$ cat config.mk
export PLATFORM = sky130hd
export DESIGN_NAME = acc_decoder
export DESIGN_NICKNAME = d
export VERILOG_FILES = /design/src/rtl/acc_decoder.sv
export SDC_FILE = /design/constraint.sdc
export NUM_CORES = 1
export LEC_CHECK = 0
export CORE_ASPECT_RATIO = 0.9
export CORE_MARGIN = 1
export CORE_UTILIZATION = 40
export CTS_CLUSTER_SIZE = 40
export DETAILED_ROUTE_END_ITERATION = 7
export GPL_ROUTABILITY_DRIVEN = 0
export PLACE_DENSITY_LB_ADDON = 0.08
export SYNTH_ARGS = -nofsm -noshare
export SYNTH_HDL_FRONTEND = slang
export SYNTH_SLANG_ARGS = --single-unit
$ cat constraint.sdc
create_clock -name clk -period 7.4 [get_ports clk]
set_input_delay 2.22 -clock clk [delete_from_list [all_inputs] [get_ports clk]]
set_output_delay 2.22 -clock clk [all_outputs]
set_load 0.02 [all_outputs]
$ cat src/rtl/acc_decoder.sv
// Inverse of the zero-restarting step accumulator: turns a 5-bit running-sum
// stream back into 3-bit steps, tracking segment length and lock/error status.
module acc_decoder (
  input  logic       clk,
  input  logic       rst,
  input  logic       in_valid,
  input  logic [4:0] in_sum,
  output logic       out_valid,
  output logic [2:0] step,
  output logic       seg_start,
  output logic       err,
  output logic [3:0] seg_len,
  output logic [7:0] err_cnt,
  output logic       locked
);

  // Handshake: valid-only streaming. in_valid qualifies in_sum for one cycle
  // and cannot be refused; out_valid qualifies step/seg_start/err one cycle
  // later. There is no ready in either direction.

  typedef enum logic {SYNC = 1'b0, RUN = 1'b1} state_t;

  state_t     state, state_nxt;
  logic [4:0] prev, prev_nxt;
  logic [4:0] diff;
  logic       legal;

  logic       out_valid_nxt;
  logic [2:0] step_nxt;
  logic       seg_start_nxt;
  logic       err_nxt;
  logic [3:0] seg_len_nxt;
  logic [7:0] err_cnt_nxt;

  // Wrapping subtract lets a sum that rolled past 31 still decode correctly.
  assign diff  = in_sum - prev;
  assign legal = (diff != 5'd0) && (diff[4:3] == 2'b00);

  // State register plus the registered outputs and datapath
  always_ff @(posedge clk) begin
    if (rst) begin
      state     <= SYNC;
      prev      <= 5'd0;
      out_valid <= 1'b0;
      step      <= 3'd0;
      seg_start <= 1'b0;
      err       <= 1'b0;
      seg_len   <= 4'd0;
      err_cnt   <= 8'd0;
    end else begin
      state     <= state_nxt;
      prev      <= prev_nxt;
      out_valid <= out_valid_nxt;
      step      <= step_nxt;
      seg_start <= seg_start_nxt;
      err       <= err_nxt;
      seg_len   <= seg_len_nxt;
      err_cnt   <= err_cnt_nxt;
    end
  end

  // Next-state logic
  always_comb begin
    state_nxt = state;
    if (in_valid) begin
      case (state)
        SYNC:    if (in_sum == 5'd0) state_nxt = RUN;
        RUN:     if (in_sum != 5'd0 && !legal) state_nxt = SYNC;
        default: state_nxt = SYNC;
      endcase
    end
  end

  // Output/datapath decode; anything not touched holds its registered value
  always_comb begin
    out_valid_nxt = 1'b0;
    step_nxt      = step;
    seg_start_nxt = seg_start;
    err_nxt       = err;
    seg_len_nxt   = seg_len;
    err_cnt_nxt   = err_cnt;
    prev_nxt      = prev;
    if (in_valid) begin
      if (in_sum == 5'd0) begin
        out_valid_nxt = 1'b1;
        step_nxt      = 3'd0;
        seg_start_nxt = 1'b1;
        err_nxt       = 1'b0;
        seg_len_nxt   = 4'd0;
        prev_nxt      = 5'd0;
      end else if (state == RUN) begin
        out_valid_nxt = 1'b1;
        seg_start_nxt = 1'b0;
        if (legal) begin
          step_nxt    = diff[2:0];
          err_nxt     = 1'b0;
          prev_nxt    = in_sum;
          seg_len_nxt = (seg_len == 4'd15) ? seg_len : seg_len + 4'd1;
        end else begin
          step_nxt    = 3'd0;
          err_nxt     = 1'b1;
          err_cnt_nxt = (err_cnt == 8'd255) ? err_cnt : err_cnt + 8'd1;
          seg_len_nxt = 4'd0;
          prev_nxt    = 5'd0;
        end
      end
    end
  end

  assign locked = (state == RUN);

endmodule
# Yosys cells after proc, flatten, opt, wreduce, memory -nomap -nowiden
# Index checks and enable logic that the tools add are counted.
totals:
  reg_bits: 24
  in_bits: 8
  out_inout_bits: 19
  wordCells: 51
classes:
  n_addsub: 3
  n_eq_ne: 3
  n_mux: 20
  n_bitwise: 5
  reduce_logical: 12
ops:
  columns: ["cell", "n"]
  rows:
  - ["two-way mux 4 bit", 4]
  - ["two-way mux 5 bit", 3]
  - ["nonzero test 5 bit", 2]
  - ["two-way mux 1 bit", 9]
  - ["two-way mux 3 bit", 3]
  - ["adder 8 x 1 -> 8 bit, second input constant", 1]
  - ["== test 8 bit, second input constant", 1]
  - ["logical NOT 5 bit", 1]
  - ["inverter 1 bit", 5]
  - ["AND reduction 5 bit", 1]
  - ["subtractor 5 bit", 1]
  - ["adder 4 x 1 -> 4 bit, second input constant", 1]
  - ["== test 4 bit, second input constant", 1]
  - ["!= test 3 bit, second input constant", 1]
  - ["AND reduction 3 bit", 1]
  - ["logical AND 1 bit", 2]
  - ["logical NOT 2 bit", 1]
  - ["case mux 1 bit (2 select lines)", 1]
  - ["AND reduction 2 bit", 1]
  - ["nonzero test 2 bit", 1]
  - ["OR reduction 2 bit", 1]
  - ["logical NOT 1 bit", 1]

# Depth between registers and ports, before layout
logic_depth:
  depth_word: 7
  mapped_depth: 11
  depth_no_buf: 9

# Least setup slack after synthesis
# Ideal clock, no wire load.
synth_path:
  kind: "input -> register"
  startpoint: "input in_sum[0]"
  endpoint: "register step[2]"
  setup_time_ns: 0.070
  arrival_time_ns: 4.209
  t_required_ns: 7.330
  setup_slack_ns: 3.120
  path_stages: 9
  n_path_buf: 0
  path_cell_list: "inv_1 ha_1 inv_1 fa_1 nor2b_1 a221o_1 a2111oi_4 or4b_1 a21oi_1"
synth_via:
  elab_chain_len: 6
  word_cells_on_any_way: 10
synth_rtl:
  columns: ["element", "line", "source"]
  rows:
  - ["start: declaration", "7", "input logic [4:0] in_sum,"]
  - ["subtractor 5 bit", "36", "assign diff = in_sum - prev;"]
  - ["nonzero test 5 bit / logical NOT 2 bit (equally long branches)", "37", "assign legal = (diff != 5'd0) && (diff[4:3] == 2'b00);"]
  - ["logical AND 1 bit", "37", null]
  - ["two-way mux 3 bit", "94", "if (legal) begin"]
  - ["two-way mux 3 bit", "91", "end else if (state == RUN) begin"]
  - ["two-way mux 3 bit", "84", "if (in_sum == 5'd0) begin"]
  - ["end signal: assignment", "54", "step <= step_nxt;"]
  - ["end: declaration", "9", "output logic [2:0] step,"]
# Parallel ways exist; a longest one is shown, timed or not. The select of a mux whose other input is x is not followed.
# A chain may end at the register's enable or synchronous reset.

# Worst setup path after layout
# Ends and elaborated chain as after synthesis.

==> impl_metrics.yaml <==
routing:
  avgViaCountPerCell: 5.363
  drtIter0Drc: 37
  vias: 1196
  wire_per_inst_um: 12.50
  wl_mm: 2.787
  remaining_drc_errors: 0
  detail-route-antenna-nets: 0
  drtPass1Iterations: 4
synth:
  synth_top_cell_by_area: "dfxtp_1"
  synthDistinctLibCells: 40
  synth_compound_area_frac: 0.1623
  ys_seq_elements: 24
  yosysWarnings: 0
  muxShareOfSynthArea: 0.04227
  synth.avg_cell_area_um2: 8.244
  synthesis.nets: 173
  synthXorXnorAreaFrac: 0.01345
  syn_inst: 158
  synth_area_um2: 1302
  ys_seq_area_frac: 0.3689
  synth_top_family_by_area: "simple AND/OR/NAND/NOR gates"
  synthAdderAreaFrac: 0.07301
  synth_area_leaders: "dfxtp_1, a21oi_1, nand2_1"
  yosys.area.top_type_share: 0.3689
  yosys.area_share.simple: 0.2815
run:
  maxCapViolations: 0
grt:
  antenna_found_initial: 0
  grt_max_degree: 29
  grt_pass1_vias: 1075
  grt_pass1_wl_mm: 4.850
  met3_usage: 0.02459
  met1_usage: 0.2377
  overflow: 0
  busiest_layer: "met2"
  grt_util_met2: 0.2700
  grt_usage: 0.1723
setup_path:
  worst_setup_path_end_kind: "flip-flop"
  crit_type: "in2reg"
  cp-startpoint: "in_sum[0]"
  critPathRequiredTime_ns: 7.66
  r2r_start: "prev[0]"
  cp_max_fo: 25
  crit_path_start_kind: "input pin"
  arrival_ns: 5.44
layout:
  seq_area_um2: 480.5
  drive_above_1_share: 0.06077
  utilization: 0.5324
  fill_cells: 294
  final_cell_count_no_fill: 223
  nets: 197
  synthToLayoutAreaGrowth_pct: 25.36
  diodes: 0
  multi_input_comb_area_um2: 745.7
clock_network:
  postCtsHoldBufs: 0
  cts_buffer_depth: 2
  cts_resized: 0
  cts_tree: "done"
  cts_setup_buffers: 0
  cts_root_buf: "clkbuf_4"
  htree_num_levels: 1
  clock-sinks: 24
  insertion_delay_ns: 0.33
  path_clk_slew_ns: 0.15
  numCtsBuffers: 3
power_and_ir_drop:
  vdd_drop_max_mv: 0.08823
  power_density_nw_per_um2: 154.8
  power_uw: 252.7
  p_leak_uw: 0.0005777
sta:
  post-route-period-util: 0.7003
  tightest_slew_ns: 1.189
  setup_viol: 0
  hold_violations: 0
  rsz0062_at_grt: "no"
  finClkSkew_ns: 0.01411
  fmaxAchievable_ghz: 0.1930
  finalCriticalPeriod_ns: 5.182
  whs_ns: 0.4614
  drv_slew: 0
  fin_tns_setup_ns: 0
  slew_headroom: 0.2071
die:
  start_util: 0.4247
  ios: 27
  placeableCoreArea_um2: 3067
  fp-row-count: 19
  die_area_um2: 3489
  die_w_um: 62.15
  dieHeight_um: 56.14
worst_hold_path:
  hp-start: "prev[3]"
  hold_path.class: "reg2reg"
placed_design:
  dp_hpwl_mm: 1.950
  dp_cells: 219
  port_buffers: 26
run_status:
  status: "complete, no violations"
per-stage QoR:
stage                     instance area, µm²  setup slack (ns)
after global routing                    1633             2.014
after global placement                  1580             1.955
final                                   1633             2.218
after CTS                               1633             2.234
after detailed placement                1580             1.880
after floorplan                         1303             3.120
area by class of cell:
cell class              instances  share of cell area
multi-input cells             117              0.4567
flip-flops and latches         24              0.2943
repair buffers                 27              0.1640
well taps                      42             0.03218
inverters                       9             0.02069
clock inverters                 1             0.01839
clock buffers                   3             0.01379
cells by family after synthesis:
family / Yosys count
AO/OA/AOI/OAI: 32
XOR/XNOR: 2
adder cells (fa/ha/maj): 7
buffers and inverters: 17
flip-flops: 24
multiplexers: 5
AND/OR/NAND/NOR: 71
synthesized netlist by cell type:
library cell	number
a221o_1	1
or3_1	2
and3_1	3
xnor2_1	1
and2_1	1
mux2_2	4
inv_1	9
nand3b_1	1
o211a_1	1
a21oi_1	17
nand3_1	9
ha_1	6
o31ai_1	2
or4b_1	1
nand2_1	21
mux2i_1	1
a31oi_1	3
o21a_1	1
buf_4	1
nor2b_1	6
or2_2	1
buf_2	1
clkbuf_1	4
a21o_1	1
buf_1	1
nor3b_1	2
nor2_1	8
nand4b_1	1
a2111oi_4	1
o22ai_1	1
nand4_1	7
o32ai_1	1
xor2_1	1
o21ai_0	3
buf_6	1
dfxtp_1	24
nor4_1	1
nor3_1	5
or4_1	2
fa_1	1
cells in the final DEF (no fill, tap or decap), drive strengths merged, types with 2 or more instances in the layout:
master / Yosys / layout
a31oi: 3 / 3
nor2b: 6 / 6
clkbuf: 4 / 3
and3: 3 / 3
nand3: 9 / 9
nor2: 8 / 8
a21oi: 17 / 17
o21ai: 3 / 3
mux2: 4 / 4
o31ai: 2 / 2
inv: 9 / 9
dfxtp: 24 / 24
nand4: 7 / 7
nand2: 21 / 21
nor3: 5 / 5
clkdlybuf4s50: 0 / 26
nor3b: 2 / 2
or4: 2 / 2
or3: 2 / 2
ha: 6 / 6
registers in the layout, indices dropped and copies added (netlist names):
register	count
err	1
err_cnt	8
locked	1
out_valid	1
prev	5
seg_len	4
seg_start	1
step	3
where the power goes:
| group | switching (µW) | internal (µW) |
|---|---|---|
| Combinational | 14.2 | 9.54 |
| Clock | 44.1 | 54.8 |
| Sequential | 0.282 | 130 |
worst max-delay path: stages:
cell and delay (ns):
clkdlybuf4s50_1 0.44, inv_1 0.07, ha_1 0.16, inv_1 0.05
fa_1 0.51, nor2b_1 0.05, a221o_1 0.35, a2111oi_4 0.93
or4b_1 0.51, a21oi_1 0.14
worst paths after layout:
| kind | to | slack [ns] | cells after the start |
|---|---|---|---|
| max | step[2] | 2.22 | 10 |
| min | prev[3] | 0.46 | 2 |
| max reg2reg | step[2] | 4.25 | 8 |
| min reg2reg | prev[3] | 0.46 | 2 |
layer usage:
| metal | up-vias | wire length, µm |
|---|---|---|
| met5 | - | 0 |
| met4 | 0 | 41 |
| met3 | 5 | 86 |
| met2 | 31 | 1190 |
| met1 | 547 | 1469 |
| li1 | 613 | - |
(Power assumes the default switching activity.)
